<file path="config.mk">
export PLATFORM = sky130hd
export DESIGN_NAME = id_ex_stage
export DESIGN_NICKNAME = d
export VERILOG_FILES = /design/src/rtl/pipe_pkg.sv /design/src/rtl/fwd_mux.sv /design/src/rtl/id_ex_stage.sv
export SDC_FILE = /design/constraint.sdc
export NUM_CORES = 1
export LEC_CHECK = 0
export BUFFER_PORTS_ARGS = -buffer_cell sky130_fd_sc_hd__clkbuf_2
export CORE_AREA = 8 8 186 188
export CTS_CLUSTER_DIAMETER = 150
export CTS_CLUSTER_SIZE = 20
export DETAILED_ROUTE_END_ITERATION = 7
export DIE_AREA = 0 0 194 196
export PLACE_DENSITY = 0.7
export SLEW_MARGIN = 20
export SYNTH_ARGS = -nofsm -noshare
export SYNTH_HDL_FRONTEND = slang
export SYNTH_SLANG_ARGS = --single-unit
</file>
<file path="constraint.sdc">
create_clock -name cpu_clk -period 2.1 [get_ports cpu_clk]
set_input_delay 0.105 -clock cpu_clk [delete_from_list [all_inputs] [get_ports cpu_clk]]
set_output_delay 0.105 -clock cpu_clk [all_outputs]
set_load 0.05 [all_outputs]
</file>
<file path="src/rtl/pipe_pkg.sv">
// Shared pipeline definitions: default datapath/control widths and the
// operand-forwarding select encoding used by the ID/EX stage.
package pipe_pkg;

    localparam int XLEN   = 32;
    localparam int CTRL_W = 16;

    // Where a source operand came from, highest priority first.
    typedef enum logic [2:0] {
        FWD_ZERO,
        FWD_EX,
        FWD_MEM,
        FWD_WB,
        FWD_RF
    } fwd_sel_e;

endpackage

</file>
<file path="src/rtl/fwd_mux.sv">
// Operand forwarding mux for one source register.
// Ports:
//   i_rs                      source register index
//   i_ex_fwd_en               EX holds a valid, writing, non-load instruction
//   i_ex_rd / i_ex_result     EX destination and combinational ALU result
//   i_mem_we/i_mem_rd/i_mem_data  MEM writeback candidate
//   i_wb_we/i_wb_rd/i_wb_data     register-file write port
//   i_rf_data                 register-file read data for i_rs
//   o_sel                     chosen source
//   o_val                     forwarded operand value
module fwd_mux
    import pipe_pkg::*;
#(
    parameter int W = XLEN
) (
    input  logic [4:0]   i_rs,
    input  logic         i_ex_fwd_en,
    input  logic [4:0]   i_ex_rd,
    input  logic [W-1:0] i_ex_result,
    input  logic         i_mem_we,
    input  logic [4:0]   i_mem_rd,
    input  logic [W-1:0] i_mem_data,
    input  logic         i_wb_we,
    input  logic [4:0]   i_wb_rd,
    input  logic [W-1:0] i_wb_data,
    input  logic [W-1:0] i_rf_data,
    output fwd_sel_e     o_sel,
    output logic [W-1:0] o_val
);

    always_comb begin
        o_sel = FWD_RF;
        if (i_rs == 5'd0)
            o_sel = FWD_ZERO;
        else if (i_ex_fwd_en && (i_ex_rd == i_rs))
            o_sel = FWD_EX;
        else if (i_mem_we && (i_mem_rd == i_rs))
            o_sel = FWD_MEM;
        else if (i_wb_we && (i_wb_rd == i_rs))
            o_sel = FWD_WB;
    end

    always_comb begin
        o_val = i_rf_data;
        case (o_sel)
            FWD_ZERO: o_val = '0;
            FWD_EX:   o_val = i_ex_result;
            FWD_MEM:  o_val = i_mem_data;
            FWD_WB:   o_val = i_wb_data;
            default:  o_val = i_rf_data;
        endcase
    end

endmodule

</file>
<file path="src/rtl/id_ex_stage.sv">
// ID/EX operand-capture stage: forwards in-flight results into the source
// operands, detects load-use hazards (one bubble + IF/ID stall), honours
// flush and downstream stall, and keeps saturating tracer counters.
// Ports:
//   cpu_clk, cpu_rst          clock, synchronous active-high reset
//   id_*                      decoded instruction and register-file read data
//   ex_result                 combinational result of the instruction in EX
//   mem_*, wb_*               MEM / WB writeback candidates
//   flush, ex_stall           kill incoming instruction / hold ID/EX
//   ex_*                      registered ID/EX pipeline register
//   id_stall                  combinational hold request for IF/ID and PC
//   load_use_cnt, stall_cnt   saturating tracer counters
module id_ex_stage #(
    parameter int XLEN   = pipe_pkg::XLEN,
    parameter int CTRL_W = pipe_pkg::CTRL_W,
    parameter int CNT_W  = 32
) (
    input  logic              cpu_clk,
    input  logic              cpu_rst,
    input  logic              id_valid,
    input  logic              id_reg_we,
    input  logic              id_is_load,
    input  logic              id_use_rs1,
    input  logic              id_use_rs2,
    input  logic [4:0]        id_rs1,
    input  logic [4:0]        id_rs2,
    input  logic [4:0]        id_rd,
    input  logic [XLEN-1:0]   id_pc,
    input  logic [XLEN-1:0]   id_imm,
    input  logic [CTRL_W-1:0] id_ctrl,
    input  logic [XLEN-1:0]   data_R1,
    input  logic [XLEN-1:0]   data_R2,
    input  logic [XLEN-1:0]   ex_result,
    input  logic              mem_reg_we,
    input  logic [4:0]        mem_rd,
    input  logic [XLEN-1:0]   mem_data,
    input  logic              wb_reg_we,
    input  logic [4:0]        wb_rd,
    input  logic [XLEN-1:0]   wb_data,
    input  logic              flush,
    input  logic              ex_stall,
    output logic              ex_valid,
    output logic              ex_reg_we,
    output logic              ex_is_load,
    output logic [XLEN-1:0]   ex_pc,
    output logic [XLEN-1:0]   ex_imm,
    output logic [XLEN-1:0]   ex_rs1_val,
    output logic [XLEN-1:0]   ex_rs2_val,
    output logic [4:0]        ex_rd,
    output logic [CTRL_W-1:0] ex_ctrl,
    output logic              id_stall,
    output logic [CNT_W-1:0]  load_use_cnt,
    output logic [CNT_W-1:0]  stall_cnt
);

    import pipe_pkg::*;

    logic              r_valid;
    logic              r_reg_we;
    logic              r_is_load;
    logic [XLEN-1:0]   r_pc;
    logic [XLEN-1:0]   r_imm;
    logic [XLEN-1:0]   r_rs1_val;
    logic [XLEN-1:0]   r_rs2_val;
    logic [4:0]        r_rd;
    logic [CTRL_W-1:0] r_ctrl;
    logic [CNT_W-1:0]  r_load_use_cnt;
    logic [CNT_W-1:0]  r_stall_cnt;

    logic              w_ex_fwd_en;
    logic              w_load_use;
    logic              w_id_stall;
    fwd_sel_e          w_rs1_sel;
    fwd_sel_e          w_rs2_sel;
    logic [XLEN-1:0]   w_rs1_mux;
    logic [XLEN-1:0]   w_rs2_mux;
    logic [XLEN-1:0]   w_rs1_val;
    logic [XLEN-1:0]   w_rs2_val;

    // A load in EX has no data yet, so it is never an EX forwarding source.
    assign w_ex_fwd_en = r_valid & r_reg_we & ~r_is_load;

    fwd_mux #(.W(XLEN)) u_fwd_rs1 (
        .i_rs        (id_rs1),
        .i_ex_fwd_en (w_ex_fwd_en),
        .i_ex_rd     (r_rd),
        .i_ex_result (ex_result),
        .i_mem_we    (mem_reg_we),
        .i_mem_rd    (mem_rd),
        .i_mem_data  (mem_data),
        .i_wb_we     (wb_reg_we),
        .i_wb_rd     (wb_rd),
        .i_wb_data   (wb_data),
        .i_rf_data   (data_R1),
        .o_sel       (w_rs1_sel),
        .o_val       (w_rs1_mux)
    );

    fwd_mux #(.W(XLEN)) u_fwd_rs2 (
        .i_rs        (id_rs2),
        .i_ex_fwd_en (w_ex_fwd_en),
        .i_ex_rd     (r_rd),
        .i_ex_result (ex_result),
        .i_mem_we    (mem_reg_we),
        .i_mem_rd    (mem_rd),
        .i_mem_data  (mem_data),
        .i_wb_we     (wb_reg_we),
        .i_wb_rd     (wb_rd),
        .i_wb_data   (wb_data),
        .i_rf_data   (data_R2),
        .o_sel       (w_rs2_sel),
        .o_val       (w_rs2_mux)
    );

    // x0 is hardwired: gate on the select so a zero source never depends on
    // the value mux.
    assign w_rs1_val = (w_rs1_sel == FWD_ZERO) ? '0 : w_rs1_mux;
    assign w_rs2_val = (w_rs2_sel == FWD_ZERO) ? '0 : w_rs2_mux;

    assign w_load_use = id_valid & r_valid & r_is_load & r_reg_we & (r_rd != 5'd0)
                      & ((id_use_rs1 & (id_rs1 == r_rd)) | (id_use_rs2 & (id_rs2 == r_rd)));

    // Flush discards the incoming instruction, so there is nothing to hold.
    assign w_id_stall = ~flush & (ex_stall | w_load_use);

    always_ff @(posedge cpu_clk) begin
        if (cpu_rst) begin
            r_valid        <= 1'b0;
            r_reg_we       <= 1'b0;
            r_is_load      <= 1'b0;
            r_pc           <= '0;
            r_imm          <= '0;
            r_rs1_val      <= '0;
            r_rs2_val      <= '0;
            r_rd           <= '0;
            r_ctrl         <= '0;
            r_load_use_cnt <= '0;
            r_stall_cnt    <= '0;
        end else begin
            if (w_id_stall && (r_stall_cnt != '1))
                r_stall_cnt <= r_stall_cnt + CNT_W'(1);

            if (flush) begin
                r_valid   <= 1'b0;
                r_reg_we  <= 1'b0;
                r_is_load <= 1'b0;
            end else if (!ex_stall) begin
                if (w_load_use) begin
                    r_valid   <= 1'b0;
                    r_reg_we  <= 1'b0;
                    r_is_load <= 1'b0;
                    if (r_load_use_cnt != '1)
                        r_load_use_cnt <= r_load_use_cnt + CNT_W'(1);
                end else begin
                    r_valid   <= id_valid;
                    r_reg_we  <= id_reg_we & id_valid;
                    r_is_load <= id_is_load & id_valid;
                    r_pc      <= id_pc;
                    r_imm     <= id_imm;
                    r_rs1_val <= w_rs1_val;
                    r_rs2_val <= w_rs2_val;
                    r_rd      <= id_rd;
                    r_ctrl    <= id_ctrl;
                end
            end
        end
    end

    assign ex_valid     = r_valid;
    assign ex_reg_we    = r_reg_we;
    assign ex_is_load   = r_is_load;
    assign ex_pc        = r_pc;
    assign ex_imm       = r_imm;
    assign ex_rs1_val   = r_rs1_val;
    assign ex_rs2_val   = r_rs2_val;
    assign ex_rd        = r_rd;
    assign ex_ctrl      = r_ctrl;
    assign id_stall     = w_id_stall;
    assign load_use_cnt = r_load_use_cnt;
    assign stall_cnt    = r_stall_cnt;

endmodule

</file>
==> results.toml <==
[logic_synthesis]
ys_ff_latch = 216
synth-edff-count = 0
synth_cell_types = 53
synthArstFlopShare_pct = 0
syn-num-nets = 1580
synth_flop_cell = "dfxtp_1"
synth_area_per_cell_um2 = 7.948
yosysWarnings = 0
synth_area_um2 = 10350
synth_cells = 1302
ys_seq_area_share_pct = 41.78

[setup_path]
rr_startpoint = "ex_rd[2]$_SDFFE_PP0P_"
cp-end-kind = "flip-flop"
cp.arrival_ns = 2.50
cp_slowest_stage_delay_ns = 0.38
worstSetupPathType = "reg2reg"
worstPathCellList = "xnor2_2 > nand3_2 > nand4b_1 > buf_6 > nand2_4 > o21ai_4 > bufbuf_16 > buf_4 > nand2b_1 > a32o_1"
worstPathMaxFanout = 8
worst-r2r-cell-count = 10
startpoint_type = "flip-flop"
worst_path_max_delay_cell = "dfxtp_4"
rr_endpoint = "ex_rs2_val[5]$_SDFFE_PP0P_"
crit_end = "ex_rs2_val[5]$_SDFFE_PP0P_"
required_ns = 2.48
reg2reg_slack_ns = -0.02
cp-startpoint = "ex_rd[2]$_SDFFE_PP0P_"

[sta]
drv_slew = 0
fin_crit_sh_pct = 100.8
finClkSkew_ns = 0.03125
max_freq_mhz = 472.4
hold_viol = 0
fin_setup_tns_ns = -0.06267
finalSetupViolations = 9
period_needed_ns = 2.117
final.setup.worst_slack_ns = -0.01667
worst_pin_slew_ns = 0.9531
rsz0062_at_grt = "yes"
max_slew_margin_pct = 35.97

[outcome]
violations = "negative setup slack"
status = "finished with violations"

[floorplan]
rows = 66
initial_utilization_pct = 32.47
core_area_um2 = 31880
ios = 493
die_w_um = 194
die_y_um = 196
die-area_um2 = 38020

[global_route]
grt_max_degree = 158
gr-usage-all-layers_pct = 24.09
antenna_found_initial = 10
grt_pass1_vias = 12410
grt_pass1_wl_mm = 73.66
grt-ovfl-total = 0

[finish]
syn2layout_area_growth_pct = 57.34
seq_area_um2 = 4420
multi_input_area_um2 = 5871
fill_cells = 2989
layout-drive-gt1-share_pct = 37.19
num-nets-final = 2226
finalInstanceArea_um2 = 16280

[power_and_ir_drop]
p_sw_w = 0.002808
power_w = 0.009152
combinationalPowerShare_pct = 22.1
p_leak_nw = 7.031
p_seq_share_pct = 47.1
power_density_nw_per_um2 = 562.1
intPower_w = 0.006344
p_clk_share_pct = 30.7
peakVddDrop_mv = 0.6322
swShare_pct = 30.68

[place]
portBuffers = 492
postPlaceCellArea_um2 = 13790
dpl.hpwl_mm = 35.14
gp_congestion = 0.9635

[clock_network]
clkTransAtPathRegs_ns = 0.10
root_buffer = "clkbuf_16"
cts_sinks = 216
h-tree-depth = 1
numCtsBuffers = 14
worstSkewPairLatency_ns = 0.50
clockBufferDepth = 3
cts_tree = "yes"

[routing]
route.vias.total = 12660
routedWlPerCell_um = 21.12
viasPerCell = 5.342
first_pass_iters = 7
route.detailed.drc = 0
antenna_left = 0
wirelength_mm = 50.06
drtIter0Drc = 855

[hold_path]
min_path_type = "in2reg"

[run]
maxCapViolCount = 0
-- state kept, by name, summed over array words and instances, names as in the netlist --
register and cells:
ex_rs1_val 32, ex_ctrl 16, ex_is_load 1, load_use_cnt 32, ex_imm 32, ex_reg_we 1, ex_pc 32, stall_cnt 32
ex_rd 5, ex_rs2_val 32, ex_valid 1
-- final cells by class --
| cell class | instances | share of cell area, % |
|---|---|---|
| tap | 408 | 3.135 |
| multi-input combinational | 979 | 36.05 |
| clock inverter | 1 | 0.09989 |
| clock buffer | 19 | 2.397 |
| antenna | 10 | 0.1537 |
| inverter | 9 | 0.2075 |
| timing repair buffer | 728 | 30.81 |
| sequential | 216 | 27.15 |
-- cells in the final DEF (no fill, tap or decap), types with 4 or more instances in the layout --
| cell type | n |
|---|---|
| or2b_1 | 8 |
| buf_16 | 4 |
| nand2b_1 | 26 |
| nor2_1 | 141 |
| or3_1 | 8 |
| a211oi_1 | 32 |
| buf_4 | 80 |
| buf_6 | 7 |
| nor4_2 | 6 |
| xnor2_2 | 8 |
| nand4_1 | 58 |
| dfxtp_2 | 35 |
| nand2_1 | 263 |
| a21oi_1 | 92 |
| and3_1 | 13 |
| nor3_2 | 5 |
| nor4_4 | 4 |
| a22o_1 | 32 |
| diode_2 | 10 |
| and4_1 | 4 |
| buf_12 | 18 |
| xor2_1 | 41 |
| xnor2_1 | 30 |
| clkbuf_2 | 490 |
| a32o_1 | 32 |
| nor3_1 | 14 |
| clkbuf_16 | 21 |
| o21ai_0 | 7 |
| o22ai_1 | 32 |
| dfxtp_1 | 167 |
| clkbuf_1 | 4 |
| dlygate4sd3_1 | 120 |
| nor4_1 | 5 |
| inv_1 | 9 |
| dfxtp_4 | 14 |
| nand3_2 | 4 |
| o211ai_1 | 31 |
| nand3_1 | 33 |
-- worst max-delay path: cells and delay by family, from the launching register on --
kind | cells | cell delay, ns
compound gates | 2 | 0.43
flops | 1 | 0.38
buf+inv | 3 | 0.60
xor+xnor | 1 | 0.15
simple gates | 4 | 0.43
-- power by group through the flow --
| stage | sequential, W | clock [W] | combinational (W) |
|---|---|---|---|
| after global routing | 0.00433 | 0.00303 | 0.00214 |
| after CTS | 0.00431 | 0.00290 | 0.00194 |
| final | 0.00431 | 0.00281 | 0.00202 |
| after floorplan | 0.00489 | 0 | 0.000476 |
| after global placement | 0.00440 | 0 | 0.00163 |
| after detailed placement | 0.00441 | 0 | 0.00164 |
-- through the flow --
stage / cells / worst slack, ns / utilization (%) / hold slack (ns)
floorplan: 1302 / -0.003818 / - / 0.2306
global placement: 2183 / -0.05727 / 43.27 / 0.3271
detailed placement: 2183 / -0.1638 / 43.27 / 0.3331
CTS: 2345 / -0.03908 / 49.75 / 0.0001721
global route: 2370 / -0.1266 / 51.08 / 0.01892
finish: 2370 / -0.01667 / 51.08 / 0.01579
-- metal layers --
| layer | GRT usage (%) | routed length [um] |
|---|---|---|
| met5 | 0 | 0 |
| met3 | 6.186 | 4177 |
| met2 | 42.52 | 24690 |
| met1 | 27.14 | 18870 |
| met4 | 10.69 | 2325 |
-- worst min-delay path by stage --
stage	slack, ns	end	from	depth (start not counted)
after floorplan	0.23	ex_rd[0]$_SDFFE_PP0P_	id_rd[0]	2
after global placement	0.33	ex_ctrl[11]$_SDFFE_PP0P_	id_ctrl[11]	3
after detailed placement	0.33	ex_imm[30]$_SDFFE_PP0P_	id_imm[30]	3
after CTS	0.0002	ex_rs2_val[22]$_SDFFE_PP0P_	wb_data[22]	4
after global routing	0.02	ex_rs2_val[22]$_SDFFE_PP0P_	wb_data[22]	4
final	0.02	ex_rs2_val[19]$_SDFFE_PP0P_	ex_result[19]	4
-- kinds of logic after synthesis --
logic type	share of synthesized area, %
xor gates and xnor gates	6.855
adders and majority gates	0.2418
and+or+nand+nor	27.86
buffers and inverters	4.594
AOI/OAI and AO/OA	18.45
DFF	41.78
muxes	0.2176
-- repair_timing --
item / CTS / global route
buffers inserted: 17 / 8
pin swaps: 9 / 16
gates cloned: 5 / 7
setup endpoints to repair: 94 / 187
endpoints found under the hold margin: 119 / 0
gates resized for setup: 33 / 33
hold buffers: 120 / 0
-- cell usage after synthesis (18+ instances only) --
| cell | n | area (um^2) |
|---|---|---|
| a211oi_1 | 32 | 240.2 |
| a21oi_1 | 96 | 480.5 |
| a22o_1 | 32 | 280.3 |
| a32o_1 | 32 | 320.3 |
| buf_2 | 26 | 130.1 |
| clkbuf_1 | 60 | 225.2 |
| dfxtp_1 | 216 | 4324 |
| nand2_1 | 266 | 998.5 |
| nand2b_1 | 28 | 175.2 |
| nand3_1 | 36 | 180.2 |
| nand4_1 | 58 | 362.9 |
| nor2_1 | 144 | 540.5 |
| nor3_1 | 18 | 90.09 |
| o211ai_1 | 31 | 232.7 |
| o22ai_1 | 32 | 200.2 |
| xnor2_1 | 40 | 350.3 |
| xor2_1 | 41 | 359.1 |
No activity file was read; power rests on OpenSTA's default activity.
